[config.mk]
export PLATFORM = sky130hd
export DESIGN_NAME = multicycle_control
export DESIGN_NICKNAME = d
export VERILOG_FILES = /design/src/rtl/mc_pkg.sv /design/src/rtl/imm_sel_decode.sv /design/src/rtl/multicycle_control.sv
export SDC_FILE = /design/constraint.sdc
export NUM_CORES = 1
export LEC_CHECK = 0
export CAP_MARGIN = 40
export CORE_UTILIZATION = 47
export DETAILED_ROUTE_END_ITERATION = 8
export PLACE_DENSITY = 0.78
export REMOVE_ABC_BUFFERS = 1
export SYNTH_ARGS = -nofsm -noshare
export SYNTH_HDL_FRONTEND = slang
export SYNTH_SLANG_ARGS = --single-unit
[constraint.sdc]
create_clock -name clk -period 2.1 [get_ports clk]
set_input_delay 0.525 -clock clk [delete_from_list [all_inputs] [get_ports clk]]
set_output_delay 0.525 -clock clk [all_outputs]
set_load 0.03 [all_outputs]
[src/rtl/mc_pkg.sv]
// Shared definitions for the multicycle controller and its datapath: state codes,
// opcodes, mux-select encodings and the packed control bundle.
package mc_pkg;

  typedef enum logic [3:0] {
    ST_FETCH  = 4'd0,
    ST_DECODE = 4'd1,
    ST_EXEC_R = 4'd2,
    ST_EXEC_I = 4'd3,
    ST_ALUWB  = 4'd4,
    ST_MEMADR = 4'd5,
    ST_MEMRD  = 4'd6,
    ST_MEMWB  = 4'd7,
    ST_MEMWR  = 4'd8,
    ST_BRANCH = 4'd9,
    ST_PCINC  = 4'd10,
    ST_JAL    = 4'd11,
    ST_JALR   = 4'd12,
    ST_TRAP   = 4'd13
  } state_t;

  localparam logic [6:0] OP_R      = 7'b0110011;
  localparam logic [6:0] OP_IMM    = 7'b0010011;
  localparam logic [6:0] OP_LOAD   = 7'b0000011;
  localparam logic [6:0] OP_STORE  = 7'b0100011;
  localparam logic [6:0] OP_BRANCH = 7'b1100011;
  localparam logic [6:0] OP_JAL    = 7'b1101111;
  localparam logic [6:0] OP_JALR   = 7'b1100111;
  localparam logic [6:0] OP_AUIPC  = 7'b0010111;

  localparam logic [1:0] SRCA_PC = 2'b00;
  localparam logic [1:0] SRCA_A  = 2'b01;

  localparam logic [1:0] SRCB_B   = 2'b00;
  localparam logic [1:0] SRCB_4   = 2'b01;
  localparam logic [1:0] SRCB_IMM = 2'b10;

  localparam logic [1:0] ALUOP_ADD   = 2'b00;
  localparam logic [1:0] ALUOP_SUB   = 2'b01;
  localparam logic [1:0] ALUOP_FUNCT = 2'b10;

  localparam logic [1:0] M2R_ALUOUT = 2'b00;
  localparam logic [1:0] M2R_MEM    = 2'b01;
  localparam logic [1:0] M2R_PC4    = 2'b10;

  localparam logic [1:0] PCSRC_PC4    = 2'b00;
  localparam logic [1:0] PCSRC_ALUOUT = 2'b01;
  localparam logic [1:0] PCSRC_JALR   = 2'b10;

  localparam logic [2:0] IMM_I = 3'b000;
  localparam logic [2:0] IMM_S = 3'b001;
  localparam logic [2:0] IMM_B = 3'b010;
  localparam logic [2:0] IMM_U = 3'b011;
  localparam logic [2:0] IMM_J = 3'b100;

  typedef struct packed {
    logic       pc_write;
    logic       pc_write_cond;
    logic       ior_d;
    logic       ir_write;
    logic       reg_write;
    logic       latch_ab;
    logic       alu_out_en;
    logic [1:0] pc_source;
    logic [1:0] mem_to_reg;
    logic [1:0] alu_op;
    logic [1:0] alu_src_a;
    logic [1:0] alu_src_b;
    logic       mem_read;
    logic       mem_write;
    logic       retire;
  } ctrl_t;

  // Dispatch out of DECODE; LUI lands in TRAP because ALU A has no zero source.
  function automatic state_t decode_next(input logic [6:0] op);
    case (op)
      OP_R:      return ST_EXEC_R;
      OP_IMM:    return ST_EXEC_I;
      OP_LOAD:   return ST_MEMADR;
      OP_STORE:  return ST_MEMADR;
      OP_BRANCH: return ST_BRANCH;
      OP_JAL:    return ST_JAL;
      OP_JALR:   return ST_JALR;
      OP_AUIPC:  return ST_ALUWB;
      default:   return ST_TRAP;
    endcase
  endfunction

endpackage

[src/rtl/imm_sel_decode.sv]
// Opcode to immediate-format select; purely combinational, no latency, no backpressure.
module imm_sel_decode
  import mc_pkg::*;
(
  input  logic [6:0] opcode,
  output logic [2:0] imm_src
);

  always_comb begin
    imm_src = IMM_I;
    case (opcode)
      OP_STORE:  imm_src = IMM_S;
      OP_BRANCH: imm_src = IMM_B;
      OP_AUIPC:  imm_src = IMM_U;
      OP_JAL:    imm_src = IMM_J;
      default:   imm_src = IMM_I;
    endcase
  end

endmodule

[src/rtl/multicycle_control.sv]
// Moore sequencer for the RV64 multicycle datapath: 3-5 cycles per instruction plus memory waits.
// Stalls in MEMRD/MEMWR until data_ready; a stalled request past MEM_TIMEOUT cycles traps for good.
module multicycle_control
  import mc_pkg::*;
#(
  parameter int MEM_TIMEOUT = 255
) (
  input  logic       clk,
  input  logic       reset,
  input  logic [6:0] opcode,
  input  logic       br_taken,
  input  logic       data_ready,
  output logic       PCWrite,
  output logic       PCWriteCond,
  output logic       IorD,
  output logic       IRWrite,
  output logic       RegWrite,
  output logic       LatchAB,
  output logic       ALUOutEn,
  output logic [1:0] PCSource,
  output logic [1:0] MemtoReg,
  output logic [1:0] ALUOp,
  output logic [1:0] ALUSrcA,
  output logic [1:0] ALUSrcB,
  output logic [2:0] ImmSrc,
  output logic       MemRead,
  output logic       MemWrite,
  output logic       retire,
  output logic       trap,
  output logic [3:0] state_o
);

  localparam logic [7:0] TIMEOUT = 8'(MEM_TIMEOUT);

  state_t     state;
  logic [7:0] wait_cnt;
  logic [7:0] wait_inc;
  logic       timed_out;
  logic       trap_q;
  ctrl_t      ctrl;

  assign wait_inc  = wait_cnt + 8'd1;
  assign timed_out = (wait_inc == TIMEOUT);

  imm_sel_decode u_imm_sel (
    .opcode  (opcode),
    .imm_src (ImmSrc)
  );

  always_ff @(posedge clk or posedge reset) begin
    if (reset) begin
      state    <= ST_FETCH;
      wait_cnt <= 8'd0;
      trap_q   <= 1'b0;
    end else begin
      case (state)
        ST_FETCH:  state <= ST_DECODE;
        ST_DECODE: begin
          state <= decode_next(opcode);
          if (decode_next(opcode) == ST_TRAP) trap_q <= 1'b1;
        end
        ST_EXEC_R: state <= ST_ALUWB;
        ST_EXEC_I: state <= ST_ALUWB;
        ST_MEMADR: begin
          // Only way into the wait states, so the counter restarts here.
          wait_cnt <= 8'd0;
          state    <= (opcode == OP_LOAD) ? ST_MEMRD : ST_MEMWR;
        end
        ST_MEMRD, ST_MEMWR: begin
          if (data_ready) begin
            state <= (state == ST_MEMRD) ? ST_MEMWB : ST_FETCH;
          end else if (timed_out) begin
            state  <= ST_TRAP;
            trap_q <= 1'b1;
          end else begin
            wait_cnt <= wait_inc;
          end
        end
        ST_BRANCH: state <= br_taken ? ST_FETCH : ST_PCINC;
        ST_ALUWB, ST_MEMWB, ST_PCINC, ST_JAL, ST_JALR: state <= ST_FETCH;
        ST_TRAP:   state <= ST_TRAP;
        default: begin
          state  <= ST_TRAP;
          trap_q <= 1'b1;
        end
      endcase
    end
  end

  always_comb begin
    ctrl = '0;
    case (state)
      ST_FETCH: begin
        ctrl.ir_write = 1'b1;
        ctrl.ior_d    = 1'b0;
      end
      ST_DECODE: begin
        // Speculative PC+Imm for AUIPC; the other paths overwrite ALUOut later.
        ctrl.latch_ab   = 1'b1;
        ctrl.alu_src_a  = SRCA_PC;
        ctrl.alu_src_b  = SRCB_IMM;
        ctrl.alu_op     = ALUOP_ADD;
        ctrl.alu_out_en = 1'b1;
      end
      ST_EXEC_R: begin
        ctrl.alu_src_a  = SRCA_A;
        ctrl.alu_src_b  = SRCB_B;
        ctrl.alu_op     = ALUOP_FUNCT;
        ctrl.alu_out_en = 1'b1;
      end
      ST_EXEC_I: begin
        ctrl.alu_src_a  = SRCA_A;
        ctrl.alu_src_b  = SRCB_IMM;
        ctrl.alu_op     = ALUOP_FUNCT;
        ctrl.alu_out_en = 1'b1;
      end
      ST_ALUWB: begin
        ctrl.reg_write  = 1'b1;
        ctrl.mem_to_reg = M2R_ALUOUT;
        ctrl.pc_write   = 1'b1;
        ctrl.pc_source  = PCSRC_PC4;
        ctrl.retire     = 1'b1;
      end
      ST_MEMADR: begin
        ctrl.alu_src_a  = SRCA_A;
        ctrl.alu_src_b  = SRCB_IMM;
        ctrl.alu_op     = ALUOP_ADD;
        ctrl.alu_out_en = 1'b1;
      end
      ST_MEMRD: begin
        ctrl.ior_d    = 1'b1;
        ctrl.mem_read = 1'b1;
      end
      ST_MEMWB: begin
        // Request stays high so memory keeps driving the read data.
        ctrl.ior_d      = 1'b1;
        ctrl.mem_read   = 1'b1;
        ctrl.reg_write  = 1'b1;
        ctrl.mem_to_reg = M2R_MEM;
        ctrl.pc_write   = 1'b1;
        ctrl.pc_source  = PCSRC_PC4;
        ctrl.retire     = 1'b1;
      end
      ST_MEMWR: begin
        ctrl.ior_d     = 1'b1;
        ctrl.mem_write = 1'b1;
        if (data_ready) begin
          ctrl.pc_write  = 1'b1;
          ctrl.pc_source = PCSRC_PC4;
          ctrl.retire    = 1'b1;
        end
      end
      ST_BRANCH: begin
        ctrl.alu_src_a     = SRCA_A;
        ctrl.alu_src_b     = SRCB_B;
        ctrl.alu_op        = ALUOP_SUB;
        ctrl.pc_write_cond = 1'b1;
        ctrl.pc_source     = PCSRC_ALUOUT;
        ctrl.retire        = br_taken;
      end
      ST_PCINC: begin
        ctrl.pc_write  = 1'b1;
        ctrl.pc_source = PCSRC_PC4;
        ctrl.retire    = 1'b1;
      end
      ST_JAL: begin
        ctrl.reg_write  = 1'b1;
        ctrl.mem_to_reg = M2R_PC4;
        ctrl.pc_write   = 1'b1;
        ctrl.pc_source  = PCSRC_ALUOUT;
        ctrl.retire     = 1'b1;
      end
      ST_JALR: begin
        ctrl.alu_src_a  = SRCA_A;
        ctrl.alu_src_b  = SRCB_IMM;
        ctrl.alu_op     = ALUOP_ADD;
        ctrl.reg_write  = 1'b1;
        ctrl.mem_to_reg = M2R_PC4;
        ctrl.pc_write   = 1'b1;
        ctrl.pc_source  = PCSRC_JALR;
        ctrl.retire     = 1'b1;
      end
      default: ctrl = '0;
    endcase
    // Nothing reaches the datapath while reset is held, even though state reads FETCH.
    if (reset) ctrl = '0;
  end

  assign PCWrite     = ctrl.pc_write;
  assign PCWriteCond = ctrl.pc_write_cond;
  assign IorD        = ctrl.ior_d;
  assign IRWrite     = ctrl.ir_write;
  assign RegWrite    = ctrl.reg_write;
  assign LatchAB     = ctrl.latch_ab;
  assign ALUOutEn    = ctrl.alu_out_en;
  assign PCSource    = ctrl.pc_source;
  assign MemtoReg    = ctrl.mem_to_reg;
  assign ALUOp       = ctrl.alu_op;
  assign ALUSrcA     = ctrl.alu_src_a;
  assign ALUSrcB     = ctrl.alu_src_b;
  assign MemRead     = ctrl.mem_read;
  assign MemWrite    = ctrl.mem_write;
  assign retire      = ctrl.retire;
  assign trap        = trap_q;
  assign state_o     = state;

endmodule

==> results of run 1 <==
[cells in the final DEF (no fill, tap or decap), types with 3 or more instances in the layout]
master           count
a21o_1               4
a21oi_1             13
a21oi_2              5
a31oi_1              5
a41oi_1              4
buf_4               60
buf_6                5
clkbuf_4             3
clkdlybuf4s50_1      3
dfrtp_1              8
dfrtp_2              5
dlygate4sd2_1        9
dlymetal6s2s_1       3
inv_1                3
mux2i_1              3
nand2_1             18
nand2b_1             3
nand2b_4             4
nand3_1              5
nand3b_1             3
nor2_1              12
nor2_2               3
nor3_1               5
nor3_2               4
o21ai_0              9
[cell usage after synthesis (3+ instances only)]
cell type,count
buf_4,3
nor2b_1,5
nor3_1,9
nand3b_1,3
a31oi_1,5
dfrtp_1,13
nand2_1,20
clkbuf_1,8
a21oi_2,3
nand3_1,6
or2_2,3
inv_1,4
nand2b_1,5
a41oi_1,4
mux2i_1,3
nor2_1,15
a21oi_1,15
a21o_1,4
o21ai_0,9
[cell type report]
| cell class | instances | area [sq um] |
|---|---|---|
| multi-input combinational | 146 | 1040 |
| timing repair buffer | 81 | 673 |
| fill | 166 | 445 |
| sequential | 13 | 332 |
| tap | 30 | 37.5 |
| clock buffer | 3 | 22.5 |
| inverter | 4 | 15.0 |
| clock inverter | 1 | 5.00 |
[state kept, by name, summed over array words and instances (netlist names)]
name      count
wait_cnt      8
trap          1
state_o       4
[worst max path at each step]
stage                             to  startpoint  cells past startpoint
after CTS                     retire  state_o[0]                      6
after detailed placement  state_o[2]   opcode[6]                      7
after global routing          retire  state_o[0]                      6
final                     ALUSrcA[0]  state_o[0]                      7
after global placement     ImmSrc[2]   opcode[6]                      4
after floorplan               retire  state_o[0]                      4
[power by group through the flow]
stage	registers, mW	clock network (mW)	logic (mW)
global route	0.434	0.181	2.19
global placement	0.409	0	1.61
CTS	0.396	0.165	1.86
detailed placement	0.414	0	1.63
floorplan	0.575	0	0.850
finish	0.431	0.162	2.07
[worst max-delay path: cells and delay by family, from the launching register on]
family,cells,cell delay (ns)
flops,1,0.46
simple gates,3,0.33
buf+inv,2,0.29
compound gates,2,0.27
[logic make-up after synthesis]
kind of cell,after synthesis
and+or+nand+nor,79
AOI/OAI and AO/OA,57
buffers and inverters,18
DFF,13
muxes,4
adders and majority gates,2
xor gates and xnor gates,2
other,1
[per-layer routing]
metal / share of wire [%] / GRT usage, % / vias up
li1: - / - / 784
met1: 39 / 35.5 / 788
met2: 49 / 45.6 / 119
met3: 8.4 / 4.92 / 24
met4: 3.9 / 6.07 / 0
met5: 0 / 0 / -
[repair_timing]
action / in CTS / in global routing
gates resized for setup: 32 / 18
setup endpoints to repair: 21 / 21
buffers inserted: 6 / 8
pin swaps: 6 / 4
==> impl_results.md, run 1 <==
- Area added between synthesis and finish: 59.4%
- Total gr overflow: 0
- Synth Register Bits: 13
- NetSw: 1.34 mW
- Top-area cell type share of the netlist area: 24.4%
- Setup TNS: -0.389 ns
- Tmin final: approximately 2.2 ns
- Most used DFF post-synth: dfrtp_1
- Core area: 2570 sq um
- Hold Slack: ~0.47 ns
- Final worst slack: -0.0739 ns
- XOR/XNOR share of the synthesized area: under 10%
- Multiplexer share of the synthesized area: 3.38%
- Iteration-0 DRC Markers: 88
- Worst R2R End: wait_cnt[7]
- Vias: 1715
- CTS tree: yes
- Fmax: 460 MHz
- CTS Buf Count: 3
- Worst-skew pair later-pin latency: 0.29 ns
- Largest family of logic cells by synthesized area: simple AND/OR/NAND/NOR gates
- Hold path cells: 1
- Net Sw Frac: 50.2%
- Number of global-route vias before repair: 1482
- Via/cell ratio: 6.17
- Post-DP HPWL: roughly 2.9 mm
- Dpl ws: -0.171 ns
- Flop pwr share: 16.2%
- Post-synthesis adder-cell area fraction: 1.88%
- Root Driver: clkbuf_4
- Number of synthesized flops with an enable pin: 0
- All-Layer GR Usage: 26.9%
- Register clock-pin slew on the reported worst setup and hold paths: approximately 0.090 ns
- Clock network power share: ~6.1%
- Max-cap viol count: 0
- Avg Cell Area, Syn: between 7 and 8 sq um
- Die Height: between 50 and 60 um
- Critical path's slowest cell: dfrtp_2
- Die area: between 3000 and 4000 sq um
- Total wire length: between 4 and 5 mm
- Clk sinks: 13
- Placed insts: 260
- Outcome: finished, violations left
- Pins Over Slew Limit: 0
- Combinational share of power: between 70 and 80%
- ANT cells: 0
- Initial antenna violation count: 0
- # IOs: 39
- Peak supply drop: 981 uV
- Yosys cell types: 50
- Setup CP Type: reg2out
- CP Max Fanout: 5
- Hold Vio Cnt, Final: 0
- Post-Syn Instances: ~180
- Power Internal: 1.33 mW
- RSZ-0062 raised after global routing: yes
- CP Launch Type: register
- Crit path cell chain: buf_6 > nor2b_4 > or2_4 > a21oi_2 > a2bb2oi_1 > nor2_1 > buf_4
- Worst Path Required: around 1.6 ns
- Pre-antenna DRT Iters: 4
- Clock buffer depth: 2
- Largest net degree at the start of global routing: 20
- RR Startpoint: state_o[3]
- Initial Util: between 50% and 60%
- Hold Path Origin: trap
- Drt wl/cell: 17.2 um
- Synth area leaders: dfrtp_1, a21oi_1, nand2_1
- Core Rows: 18
- Period utilisation layout: 104%
- Post-route insts no fill: between 200 and 300
- Slew @ Worst Pin: roughly 0.54 ns
- Pwr Density: 1250 nW/um^2
- Post-place instance area: roughly 1800 sq um
- Setup violations, final: 9
- # DRC: 0
- Nets: about 260
- Leakage power: 0.968 nW
- Placer Congestion: 0.915
- Core Util, Final: between 80% and 90%
- Worst-case clock skew: around 0.0084 ns
- Yosys Warn Count: 0
- Die width: roughly 55 um
- Synth async-reset ratio: 100%
- Reg2Reg Setup Slack: ~0.07 ns
- Worst endpoint data arrival time: about 1.7 ns
- Slowest stage delay, CP: ~0.46 ns
- Yosys top cell by area: dfrtp_1
- CP endpoint kind: primary output
- HP Class: reg2reg
- Max_slew headroom: 63.7%
- Overall power: between 2 and 3 mW
- Cell Area, Synth: between 1000 and 1500 sq um
- Sequential element share of the synthesized area: between 20% and 30%
- Synth Area in Compound Gates: 30.3%
- H-tree Lvls: 1
- CTS Hold Bufs: 0
- Min-Delay Endpoint: trap
- Design Area, Final: about 2100 sq um
- First-pass GRT wire length: about 6.8 mm
- IO buf count: 36
- Failing checks: negative setup slack
- Fraction of the mapped netlist area in simple logic gates: about a third
- Share of cells above drive strength 1: between 40 and 50%
- Post-route ant nets: 0
- Worst Reg2Reg Path Length in Cells: 8
Note: power is estimated with default switching activity, not from simulation.
==> inputs of run 2 (changes only) <==
--- a/config.mk
+++ b/config.mk
@@ -10,6 +10,7 @@
 export DETAILED_ROUTE_END_ITERATION = 8
 export PLACE_DENSITY = 0.78
 export REMOVE_ABC_BUFFERS = 1
+export SETUP_SLACK_MARGIN = 0.1
 export SYNTH_ARGS = -nofsm -noshare
 export SYNTH_HDL_FRONTEND = slang
 export SYNTH_SLANG_ARGS = --single-unit
==> impl_results.md, run 2 (synthesis results as in run 1) <==
- Clk sinks: 13
- Post-route ant nets: 0
- Hold Vio Cnt, Final: 0
- ANT cells: 0
- # DRC: 0
- Worst-case clock skew: about 0.0081 ns
- Die width: 55.2 um
- First-pass GRT wire length: just under 7 mm
- Failing checks: negative setup slack
- Core Rows: 18
- Slew @ Worst Pin: a little under 0.6 ns
- Worst Reg2Reg Path Length in Cells: 8
- Register clock-pin slew on the reported worst setup and hold paths: about 0.090 ns
- Initial antenna violation count: 0
- Via/cell ratio: about 6
- CTS Buf Count: 3
- H-tree Lvls: 1
- Commonest non-fill, non-tap cell in the layout: buf_4
- CP Launch Type: register
- Worst R2R End: state_o[2]
- Area added between synthesis and finish: 65.0%
- # IOs: 39
- Drt wl/cell: ~18 um
- Period utilisation layout: 105%
- Reg2Reg Setup Slack: approximately 0.030 ns
- Wl on met1: just over 2 mm
- CTS tree: yes
- Setup violations, final: 7
- Worst-skew pair later-pin latency: 0.29 ns
- RR Startpoint: wait_cnt[1]
- Hold path cells: 1
- Core area: between 2000 and 3000 sq um
- Worst Path Required: around 1.6 ns
- Total wire length: around 5.0 mm
- Final worst slack: -0.101 ns
- Fmax: 454 MHz
- All-Layer GR Usage: between 20% and 30%
- CP Max Fanout: 5
- Outcome: finished, violations left
- Routed wl met2: roughly 2.5 mm
- Top reg by flops: wait_cnt
- Max reg flops: 8
- Worst endpoint data arrival time: 1.68 ns
- Max_slew headroom: roughly three fifths
- Die Height: between 50 and 60 um
- IO buf count: 36
- Hold Path Origin: trap
- Vias: 1714
- HP Class: reg2reg
- Hold Slack: about 0.47 ns
- Number of global-route vias before repair: 1521
- Setup TNS: -0.502 ns
- Met3 routed WL: around 370 um
- Pwr Density: 1270 nW/um^2
- Setup CP Type: reg2out
- Post-DP HPWL: ~2.9 mm
- Nets: 267
- Tmin final: between 2 and 2.5 ns
- Leakage power: just under 1 nW
- Top sig layer: met4
- Initial Util: approximately 52%
- Peak supply drop: roughly 900 uV
- Total gr overflow: 0
- Min-Delay Endpoint: trap
- Root Driver: clkbuf_4
- Clock buffer depth: 2
- Share of cells above drive strength 1: 49.8%
- RSZ-0062 raised after global routing: yes
- CP endpoint kind: primary output
- Pre-antenna DRT Iters: 4
- Die area: 3050 sq um
- Most frequent cells in the layout: buf_4, nand2_1, nor2_1, a21oi_1
- Max-cap viol count: 0
- Iteration-0 DRC Markers: 94
- Largest net degree at the start of global routing: 20
- Pins Over Slew Limit: 0
- Placer Congestion: ~0.9
run 2: cell types whose count changed in the layout (fill, tap and decap cells not counted), sizes merged:
cell	previous run	this run
clkdlybuf4s50	3	2
dlymetal6s2s	3	0
buf	66	71
clkbuf	3	7
run 2: per-layer routing:
| metal | vias to the layer above | global-route usage, % |
|---|---|---|
| met4 | 0 | 7.14 |
| li1 | 788 | - |
| met2 | 104 | 46.8 |
| met5 | - | 0 |
| met3 | 20 | 4.68 |
| met1 | 802 | 36.6 |
run 2: worst max-delay path by stage:
stage / endpoint / slack [ns] / from / depth (start not counted)
floorplan: retire / -1.35 / state_o[0] / 4
global placement: ImmSrc[2] / -0.16 / opcode[6] / 4
detailed placement: state_o[2] / -0.17 / opcode[6] / 7
CTS: retire / -0.04 / state_o[0] / 6
global route: PCWriteCond / -0.18 / state_o[0] / 6
finish: PCWriteCond / -0.10 / state_o[0] / 6
run 2: power breakdown:
group,switching [mW],total [mW],internal [mW],leakage (nW)
sequential,0.107,0.429,0.322,0.162
combinational,1.20,2.20,1.00,0.804
clock,0.0964,0.167,0.0709,0.0177
total,1.40,2.79,1.39,0.984
run 2: layout make-up:
class	count	area (sq um)
multi-input combinational	146	1090
timing repair buffer	86	694
fill	152	370
sequential	13	332
tap	30	37.5
clock buffer	3	22.5
inverter	4	15.0
clock inverter	1	5.00
run 2: timing repair:
item                                    in CTS  in global routing
hold buffers                                 0                  0
endpoints found under the setup margin      27                 26
gates resized for setup                     42                 30
setup buffers                                8                 11
pin swaps                                    9                  5
run 2: worst max-delay path: stages, from the launching register on:
cell	delay (ns)
dfrtp_2	0.45
buf_4	0.16
nor2b_2	0.21
nand2_2	0.10
nor3_2	0.15
buf_4	0.15
buf_4	0.15
run 2: through the flow:
stage / cell area, sq um / worst slack, ns / power, mW / utilization [%] / cells
finish: 2200 / -0.101 / 2.79 / 85.6 / 283
detailed placement: 1840 / -0.171 / 2.04 / 71.7 / 260
global route: 2200 / -0.178 / 2.93 / 85.6 / 283
CTS: 2030 / -0.0364 / 2.41 / 78.9 / 272
floorplan: 1260 / -1.35 / 1.43 / - / 163
global placement: 1840 / -0.158 / 2.02 / 71.7 / 260
==> inputs of run 3 (changes only) <==
--- a/config.mk
+++ b/config.mk
@@ -6,11 +6,12 @@
 export NUM_CORES = 1
 export LEC_CHECK = 0
 export CAP_MARGIN = 40
-export CORE_UTILIZATION = 47
+export CORE_UTILIZATION = 48
 export DETAILED_ROUTE_END_ITERATION = 8
-export PLACE_DENSITY = 0.78
+export PLACE_DENSITY = 0.8
 export REMOVE_ABC_BUFFERS = 1
 export SETUP_SLACK_MARGIN = 0.1
 export SYNTH_ARGS = -nofsm -noshare
 export SYNTH_HDL_FRONTEND = slang
+export SYNTH_HIERARCHICAL = 1
 export SYNTH_SLANG_ARGS = --single-unit
==> impl_results.md, run 3 <==
- Yosys cell types: between 50 and 60
- Worst endpoint type: top-level output
- Sequential element share of the synthesized area: 24.1%
- CTS Buf Count: 3
- All-Layer GR Usage: roughly four fifths
- Root Driver: clkbuf_4
- # IOs: 39
- Dpl ws: -0.354 ns
- IO buf count: 36
- Placer Congestion: between 0.8 and 0.9
- Initial Util: ~53%
- Synth async-reset ratio: 100%
- Post-Syn Instances: ~180
- Clock buffer depth: 2
- Most used DFF post-synth: dfrtp_1
- Clk sinks: 13
- Die width: roughly 55 um
- Tool error: [ERROR GRT-0232] Routing congestion too high. Check the congestion heatmap in the GUI.
- Outcome: did not finish
- Yosys Warn Count: 6
- Top-count cell post-synth: nand2_1
- H-tree Lvls: 1
- Number of synthesized flops with an enable pin: 0
- Synth area leaders: dfrtp_1, o21ai_0, nand2_1
- Fail Step: global routing (5_1_grt)
- Cell Area, Synth: between 1000 and 1500 sq um
- Largest net degree at the start of global routing: 15
- CTS Hold Bufs: 0
- Worst_ep grt: retire
- Core Rows: 18
- Avg Cell Area, Syn: 7.71 sq um
- Top-area cell type share of the netlist area: 24.1%
- Total gr overflow: 110
- Synth Register Bits: 13
- Yosys top cell by area: dfrtp_1
- Post-synth top cells: nand2_1, dfrtp_1, o21ai_0, nor2_1
- Placed insts: approximately 260
- Post-DP HPWL: 3.05 mm
- Die Height: roughly 55 um
[run 3: stage by stage]
stage	hold WS, ns	cell area (sq um)	setup TNS [ns]
3_5_place_dp	0.511	1890	-2.42
2_1_floorplan	0.425	1280	-5.96
3_3_place_gp	0.465	1890	-1.83
4_1_cts	0.497	2270	-0.0664
[run 3: cells by family after synthesis]
logic type	synth area share (%)
compound gates	28.2
xor+xnor	2.60
mux	2.32
simple gates	33.0
other cells	0.278
fa+ha+maj	1.85
buf+inv	7.69
flops	24.1
[run 3: routing by layer]
metal | GRT overflow | GRT usage, %
met5 | 0 | 16.7
met4 | 42 | 106
met3 | 0 | 54.4
met2 | 64 | 107
met1 | 4 | 71.8
[run 3: what timing repair did]
| action | CTS |
|---|---|
| gates cloned | 1 |
| setup endpoints to repair | 27 |
| setup buffers | 17 |
| resized for setup | 79 |
| pin swaps | 16 |
==> inputs of run 4 (changes only) <==
--- a/config.mk
+++ b/config.mk
@@ -6,11 +6,11 @@
 export NUM_CORES = 1
 export LEC_CHECK = 0
 export CAP_MARGIN = 40
-export CORE_UTILIZATION = 48
+export CORE_AREA = 2 2 63 65
 export DETAILED_ROUTE_END_ITERATION = 8
-export PLACE_DENSITY = 0.8
+export DIE_AREA = 0 0 65 67
+export PLACE_DENSITY_LB_ADDON = 0.15
 export REMOVE_ABC_BUFFERS = 1
-export SETUP_SLACK_MARGIN = 0.1
 export SYNTH_ARGS = -nofsm -noshare
 export SYNTH_HDL_FRONTEND = slang
 export SYNTH_HIERARCHICAL = 1
==> impl_results.md, run 4 <==
- Most used DFF post-synth: dfrtp_1
- Clk sinks: 13
- Tmin final: about 2.1 ns
- Peak supply drop: approximately 690 uV
- Max-cap viol count: 0
- Yosys Warn Count: 6
- Top-count cell post-synth: nand2_1
- Drt wl/cell: between 10 and 15 um
- Slowest stage delay, CP: ~0.36 ns
- Worst-case clock skew: between 0.0015 and 0.002 ns
- # DRC: 0
- Max reg flops: 8
- Post-synth top cells: nand2_1, dfrtp_1, o21ai_0, nor2_1
- Via/cell ratio: between 5 and 6
- ANT cells: 0
- Fmax: 480 MHz
- Worst-skew pair later-pin latency: about 0.24 ns
- Clock buffer depth: 2
- RSZ-0062 raised after global routing: yes
- Period utilisation layout: between 90% and 100%
- Core area: 3610 sq um
- CP Max Fanout: 2
- Largest net degree at the start of global routing: 15
- Leakage power: between 0.9 and 1 nW
- Pwr Density: ~1100 nW/um^2
- Post-DP HPWL: around 3 mm
- Outcome: finished clean
- Pre-antenna DRT Iters: 4
- Initial Util: a little under two fifths
- Footprint of the multi-input gates: a little over 1000 sq um
- Vias: ~1600
- Top sig layer: met4
- Area added between synthesis and finish: 57.4%
- Top reg by flops: wait_cnt
- Commonest non-fill, non-tap cell in the layout: buf_4
- Setup CP Type: in2out
- Min-Delay Endpoint: trap
- Nets: approximately 260
- Post-place instance area: around 1900 sq um
- Worst Setup SP: data_ready
- H-tree Lvls: 1
- RR Startpoint: wait_cnt[1]
- CTS tree: yes
- Most frequent cells in the layout: buf_4, nand2_1, o21ai_0, nor2_1, dfrtp_1
- Die width: approximately 65 um
- Hold Vio Cnt, Final: 0
- CTS Buf Count: 3
- CTS Hold Bufs: 0
- Critical path's slowest cell: or3_1
- Design Area, Final: 2120 sq um
- Yosys top cell by area: dfrtp_1
- Iteration-0 DRC Markers: roughly 110
- Worst Path Required: 1.57 ns
- Sequential element share of the synthesized area: between 20% and 30%
- Die Height: approximately 67 um
- Worst R2R End: wait_cnt[3]
- # IOs: 39
- Reg2Reg Setup Slack: about 0.050 ns
- Root Driver: clkbuf_8
- Placed insts: 282
- Yosys cell types: between 50 and 60
- Hold Slack: slightly below 0.5 ns
- HP Class: reg2reg
- Pins Over Slew Limit: 0
- Wl on met1: between 1.5 and 2 mm
- Crit path cell chain: clkdlybuf4s15_1 > a21oi_1 > or3_1 > a21oi_2 > a21o_1 > buf_6
- Post-Syn Instances: about 180
- CP endpoint kind: primary output
- Hold path cells: 1
- Setup violations, final: 0
- Post-route ant nets: 0
- CP Launch Type: primary input
- Worst Reg2Reg Path Length in Cells: 7
- Initial antenna violation count: 0
- Routed wl met2: between 2 and 2.5 mm
- Placer Congestion: slightly above 0.8
- Worst endpoint data arrival time: about 1.6 ns
- Cell Area, Synth: 1350 sq um
- Number of synthesized flops with an enable pin: 0
- Core Rows: 22
- Total gr overflow: 0
- Reg area: approximately 330 sq um
- Number of global-route vias before repair: approximately 1500
- First-pass GRT wire length: 6.40 mm
- Filler Cells Inserted: 333
- Total wire length: 4.10 mm
- Register clock-pin slew on the reported worst setup and hold paths: 0.05 ns
- Synth Register Bits: 13
- Met3 routed WL: between 200 and 250 um
- Synth async-reset ratio: 100%
- Share of cells above drive strength 1: about two fifths
- Die area: between 4000 and 5000 sq um
- Final worst slack: about 0.016 ns
- All-Layer GR Usage: 18.6%
- Synth area leaders: dfrtp_1, o21ai_0, nand2_1
- Dpl ws: -0.370 ns
- Top-area cell type share of the netlist area: 24.1%
- Hold Path Origin: trap
- Avg Cell Area, Syn: slightly below 8 sq um
- IO buf count: 36
- Post-route insts no fill: 292
run 4: layer usage:
metal | global-route usage (%) | vias up
met5 | 0 | -
met4 | 6.91 | 0
met3 | 2.70 | 4
met2 | 32.2 | 48
met1 | 23.4 | 789
li1 | - | 781
run 4: worst max path at each step:
stage                  endpoint  slack, ns  cells past startpoint
floorplan                retire      -1.12                      4
global placement      ImmSrc[0]      -0.36                      4
detailed placement    ImmSrc[0]      -0.37                      4
CTS                 wait_cnt[3]       0.01                      7
global route             retire      -0.05                      6
finish                   retire       0.02                      6
run 4: timing repair:
item                                    in CTS  in global routing
setup buffers                                2                  4
endpoints found under the setup margin      16                 13
pin swaps                                    6                  8
resized for setup                           28                 20
run 4: per-stage QoR:
step / TNS, ns / power [mW] / utilization [%]
final: 0 / 2.36 / 58.9
after global routing: -0.106 / 2.51 / 58.9
after CTS: 0 / 2.25 / 55.7
after detailed placement: -2.09 / 1.97 / 53.2
after global placement: -1.91 / 1.95 / 53.2
after floorplan: -5.96 / 1.35 / -
run 4: report_power, final:
group / leakage (nW) / internal (mW) / switching [mW] / total, mW
logic: 0.794 / 0.741 / 0.926 / 1.67
registers: 0.162 / 0.343 / 0.127 / 0.470
clock network: 0.0228 / 0.134 / 0.0892 / 0.223
total: 0.979 / 1.22 / 1.14 / 2.36
run 4: worst max-delay path: cells and delay by family:
family / cells / cell delay, ns
and+or+nand+nor: 1 / 0.36
buffers and inverters: 2 / 0.31
AOI/OAI and AO/OA: 3 / 0.34
run 4: final cells by class:
class,count,area share [%]
clock buffers,4,2.12
inverters,8,1.41
well taps,48,2.83
flip-flops and latches,13,15.5
multi-input cells,141,48.4
repair buffers,78,29.7
run 4: cell families after synthesis:
group / after synthesis / share of synthesized area [%]
AND/OR/NAND/NOR: 77 / 33.0
AO/OA/AOI/OAI: 53 / 28.2
buffers and inverters: 22 / 7.69
flip-flops: 13 / 24.1
XOR/XNOR: 4 / 2.60
multiplexers: 3 / 2.32
adder cells (fa/ha/maj): 2 / 1.85
other: 1 / 0.278
==> RTL edit 1 (config.mk and constraints of run 4) <==
Reset style: synchronous (`reset`), changed in one clocked block.
--- a/src/rtl/multicycle_control.sv
+++ b/src/rtl/multicycle_control.sv
@@ -47,7 +47,7 @@
     .imm_src (ImmSrc)
   );
 
-  always_ff @(posedge clk or posedge reset) begin
+  always_ff @(posedge clk) begin
     if (reset) begin
       state    <= ST_FETCH;
       wait_cnt <= 8'd0;
Behaviour: differs if reset is asserted again (counterexample within 4 cycles, from zero or initial values and one cycle with reset high); with reset held inactive, the same outputs for 10 cycles.
==> RTL edit 1 against run 4 <==
Die area unchanged; worst setup slack got worse by 0.0017 ns; first-iteration DRC count rose by 7.4%; largest cell class unchanged; sequential share of layout area is 4.0 points lower; area after synthesis increased by 5.5%; count of clock-buffer cells in the layout is the same; design area increased by 9.4%; routed wire length is 15% higher; hold slack improved by 0.047 ns; sequential cell count did not move; synthesized cell count rose by 18%; total power is 19% lower.
==> RTL edit 1: results <==
group,metric,value,unit
pwr,ir_worst_vdd,291.1,µV
route,wl,4724,µm
critical_path,path_max_fanout,2,
run_status,outcome,"complete, no violations",
synthesis,synth-xor-area-share,1.230,%
synthesis,synthFlopType,"dfxtp_1",
critical_path,cp_data_arrival_time,1.56,ns
final_layout,final_nets,299,
final_layout,regMostFlops,"wait_cnt",
final_layout,n_antenna_cell,0,
global_routing,grt_pass1_vias,1687,
global_routing,grt_max_degree,23,
synthesis,synthTopCellsByCount,"19 x nor2_1, 17 x a21oi_1, 16 x nand2_1",
clock_tree,cts_buffers,3,
synthesis,ys.warnings.count,6,
synthesis,synth_top_area_share,18.28,%
synthesis,seq_area_frac_synth,18.28,%
final_layout,drive_gt1_share,40.00,%
final_layout,largest_register_ffs,8,
placement,portBuffers,36,
synthesis,async_reset_ff_share,0,%
route,drt_iter0_drc,116,
placement,dp_hpwl,3292,µm
placement,place_area,2064,µm²
final_layout,fillers,309,
clock_tree,path_clk_slew,0.06,ns
global_routing,antenna_found_initial,0,
placement,place.gp.congestion,0.8438,
route,vias_per_cell,5.742,
clock_tree,cts_max_path_buffers,2,
hold_path,worstHoldPathType,"reg -> reg",
synthesis,synthTopCellsByArea,"dfxtp_1 18%, a21oi_1 6.0%, nor2_1 5.0%",
route,firstDrtPassIters,5,
synthesis,synthMuxAreaShare,0.7030,%
clock_tree,cts-htree-levels,1,
global_routing,track_usage,21.77,%
route,route.detailed.drc,0,
synthesis,synth-compound-area-share,30.58,%
synthesis,yosys.cell_types.count,54,
clock_tree,clk-insertion-delay-late,0.24,ns
synthesis,synth_adder_area_share,1.757,%
global_routing,grt_pass1_wl,7631,µm
sta,finClkSkew,0.002980,ns
clock_tree,ctsRootBufferMaster,"clkbuf_8",
clock_tree,holdBufCountCts,0,
pwr,power.leakage,0.9174,nW
## RTL edit 1: cell count changes in the layout (fill, tap and decap cells not counted), moves of 5 or more
cell / run 4 / this run
buf_4: 58 / 67
dfrtp_1: 9 / 0
nand3_1: 4 / 13
nor2_1: 9 / 18
dfxtp_1: 0 / 8
nor3_1: 3 / 11
a21oi_1: 7 / 13
buf_6: 5 / 11
inv_1: 7 / 2
## RTL edit 1: path summary, 6_finish.rpt
check | cells past startpoint | end | slack, ns | startpoint
setup reg to reg | 8 | state_o[1] | 0.02 | wait_cnt[3]
hold reg to reg | 2 | wait_cnt[7] | 0.53 | wait_cnt[7]
setup / recovery | 4 | ImmSrc[0] | 0.01 | opcode[4]
hold / removal | 2 | wait_cnt[7] | 0.53 | wait_cnt[7]
## RTL edit 1: cells by family after synthesis
logic type,Yosys count
AO/OA/AOI/OAI,62
XOR/XNOR,2
adder cells (fa/ha/maj),2
buffers and inverters,22
flip-flops,13
multiplexers,1
other,1
AND/OR/NAND/NOR,104
## RTL edit 1: layout make-up
cell class                      count  share of cell area [%]
Tap cell                           48                   2.585
Multi-Input combinational cell    173                   51.21
Sequential cell                    13                   11.58
Inverter                            4                  0.6462
Clock buffer                        4                   1.939
Timing Repair Buffer               91                   32.04
## RTL edit 1: timing repair
item | 4_1_cts | 5_1_grt
endpoints found under the setup margin | 30 | 23
gates resized for setup | 28 | 30
gates cloned | 0 | 1
pin swaps | 7 | 20
buffers inserted | 0 | 6
## RTL edit 1: per-stage QoR
step | setup slack (ns) | cells | utilization, %
2_1_floorplan | -0.8463 | 190 | -
3_3_place_gp | -0.3537 | 322 | 57.25
3_5_place_dp | -0.3654 | 322 | 57.25
4_1_cts | -0.02692 | 326 | 60.03
5_1_grt | -0.06525 | 333 | 64.43
6_report | 0.01436 | 333 | 64.43
## RTL edit 1: layer usage
metal	up-vias	global-route usage [%]	part of all wire, %
met1	911	28.18	45
met5	-	0	0
met3	2	2.703	4.0
met4	0	4.787	0.57
li1	939	-	-
met2	60	38.40	51
## RTL edit 1: where the power goes
group	switching, mW	total, mW	internal [mW]
registers	0.0803	0.378	0.297
clock network	0.0878	0.222	0.134
logic	0.747	1.31	0.561
## RTL edit 1: critical path, cell delays in order
cell and delay (ns):
buf_6 0.09, or3b_4 0.40, a2111oi_4 0.34, buf_4 0.21
==> RTL edit 2 (settings of run 4) <==
Without the edit above. `MEM_TIMEOUT`: 255 -> 128.
--- a/src/rtl/multicycle_control.sv
+++ b/src/rtl/multicycle_control.sv
@@ -3,7 +3,7 @@
 module multicycle_control
   import mc_pkg::*;
 #(
-  parameter int MEM_TIMEOUT = 255
+  parameter int MEM_TIMEOUT = 128
 ) (
   input  logic       clk,
   input  logic       reset,
Check against the original RTL: no difference found for any inputs over 10 cycles, from zero or initial values and one cycle with reset high; that may be too few to reach the edited logic, so the function may still have changed.
==> RTL edit 2 against run 4 <==
The run now ends with setup timing left; routed wire length is 19% higher; total power is 16% higher; design area is 18% higher; sequential cell count stayed put; via count is 11% higher; cell count is 12% higher; worst setup slack worse by 0.080 ns; area after synthesis is 2.9% higher; highest routed layer unchanged; critical path depth is 2 lower.
==> RTL edit 2: results <==
group,metric,value,unit
run_status,outcome,"finished, violations left",
run_status,failed_checks,"setup timing",
synthesis,seq_area_frac_synth,23.42,%
critical_path,r2r_setup_slack,-0.02,ns
critical_path,r2r_cells,6,
critical_path,crit_end,"IorD",
sta,tns,-0.1761,ns
sta,setup_viol,8,
route,routedWlPerCell,14.92,µm
synthesis,synthCells,192,
synthesis,yosys.cell_types.count,51,
critical_path,crit_path_top_delay_cell,"or4b_4",
clock_tree,post_cts.repair.setup_buffers,9,
critical_path,crit_path_start_kind,"register",
global_routing,grt_max_degree,22,
placement,dp_hpwl,3096,µm
sta,finClkSkew,0.005285,ns
critical_path,reg2reg_from,"state_o[2]",
synthesis,synth-compound-area-share,25.41,%
final_layout,n_all_buffers,96,
placement,place.gp.congestion,0.7776,
placement,dpl_worst_slack,-0.3895,ns
final_layout,fillers,277,
pwr,p_per_area,1099,nW/µm²
sta,fin_hold_ws,0.5776,ns
global_routing,grt_pass1_wl,7355,µm
final_layout,multi_input_gates,162,
pwr,swShare,46.14,%
global_routing,grt_use_met1,24.90,%
synthesis,synth-xor-area-share,1.261,%
placement,place_area,1973,µm²
final_layout,clkCellAreaFrac,1.853,%
final_layout,final_nets,294,
synthesis,synth_adder_area_share,1.802,%
route,firstDrtPassIters,5,
pwr,p_switching,1.267,mW
final_layout,nNonClkInverters,5,
final_layout,multi_input_area,1171,µm²
pwr,p_comb,2.12,mW
sta,worst_slack,-0.06435,ns
critical_path,rr_endpoint,"wait_cnt[2]",
route,wl_met1,2006,µm
final_layout,drive_gt1_share,45.00,%
critical_path,cp_data_arrival_time,1.64,ns
final_layout,sh_seq_area,13.17,%
critical_path,path_max_fanout,4,
pwr,power.leakage,1.120,nW
pwr,ir_worst_vdd,695.5,µV
synthesis,synthTopCellsByArea,"dfrtp_1 23%, nand2_1 6.5%, o21ai_0 4.7%",
global_routing,grtUsageMet2,41.24,%
## RTL edit 2: cell count changes after synthesis, moves of 3 or more
| cell | run 4 | this run |
|---|---|---|
| and2_1 | 0 | 3 |
| and3_1 | 4 | 0 |
| inv_1 | 8 | 5 |
| nand2_1 | 17 | 24 |
| nand3_1 | 4 | 9 |
| nand4_1 | 4 | 1 |
| nor2_1 | 9 | 16 |
| nor2b_1 | 4 | 10 |
| nor3_1 | 5 | 11 |
| nor3b_1 | 2 | 5 |
| o21ai_1 | 0 | 4 |
## RTL edit 2: kinds of logic (layout without fill, tap and decap cells)
| family | count (synthesis) | in the layout |
|---|---|---|
| AOI/OAI and AO/OA | 51 | 52 |
| xor gates and xnor gates | 2 | 2 |
| adders and majority gates | 2 | 2 |
| buffers and inverters | 19 | 105 |
| DFF | 13 | 13 |
| other | 1 | 2 |
| and+or+nand+nor | 104 | 104 |
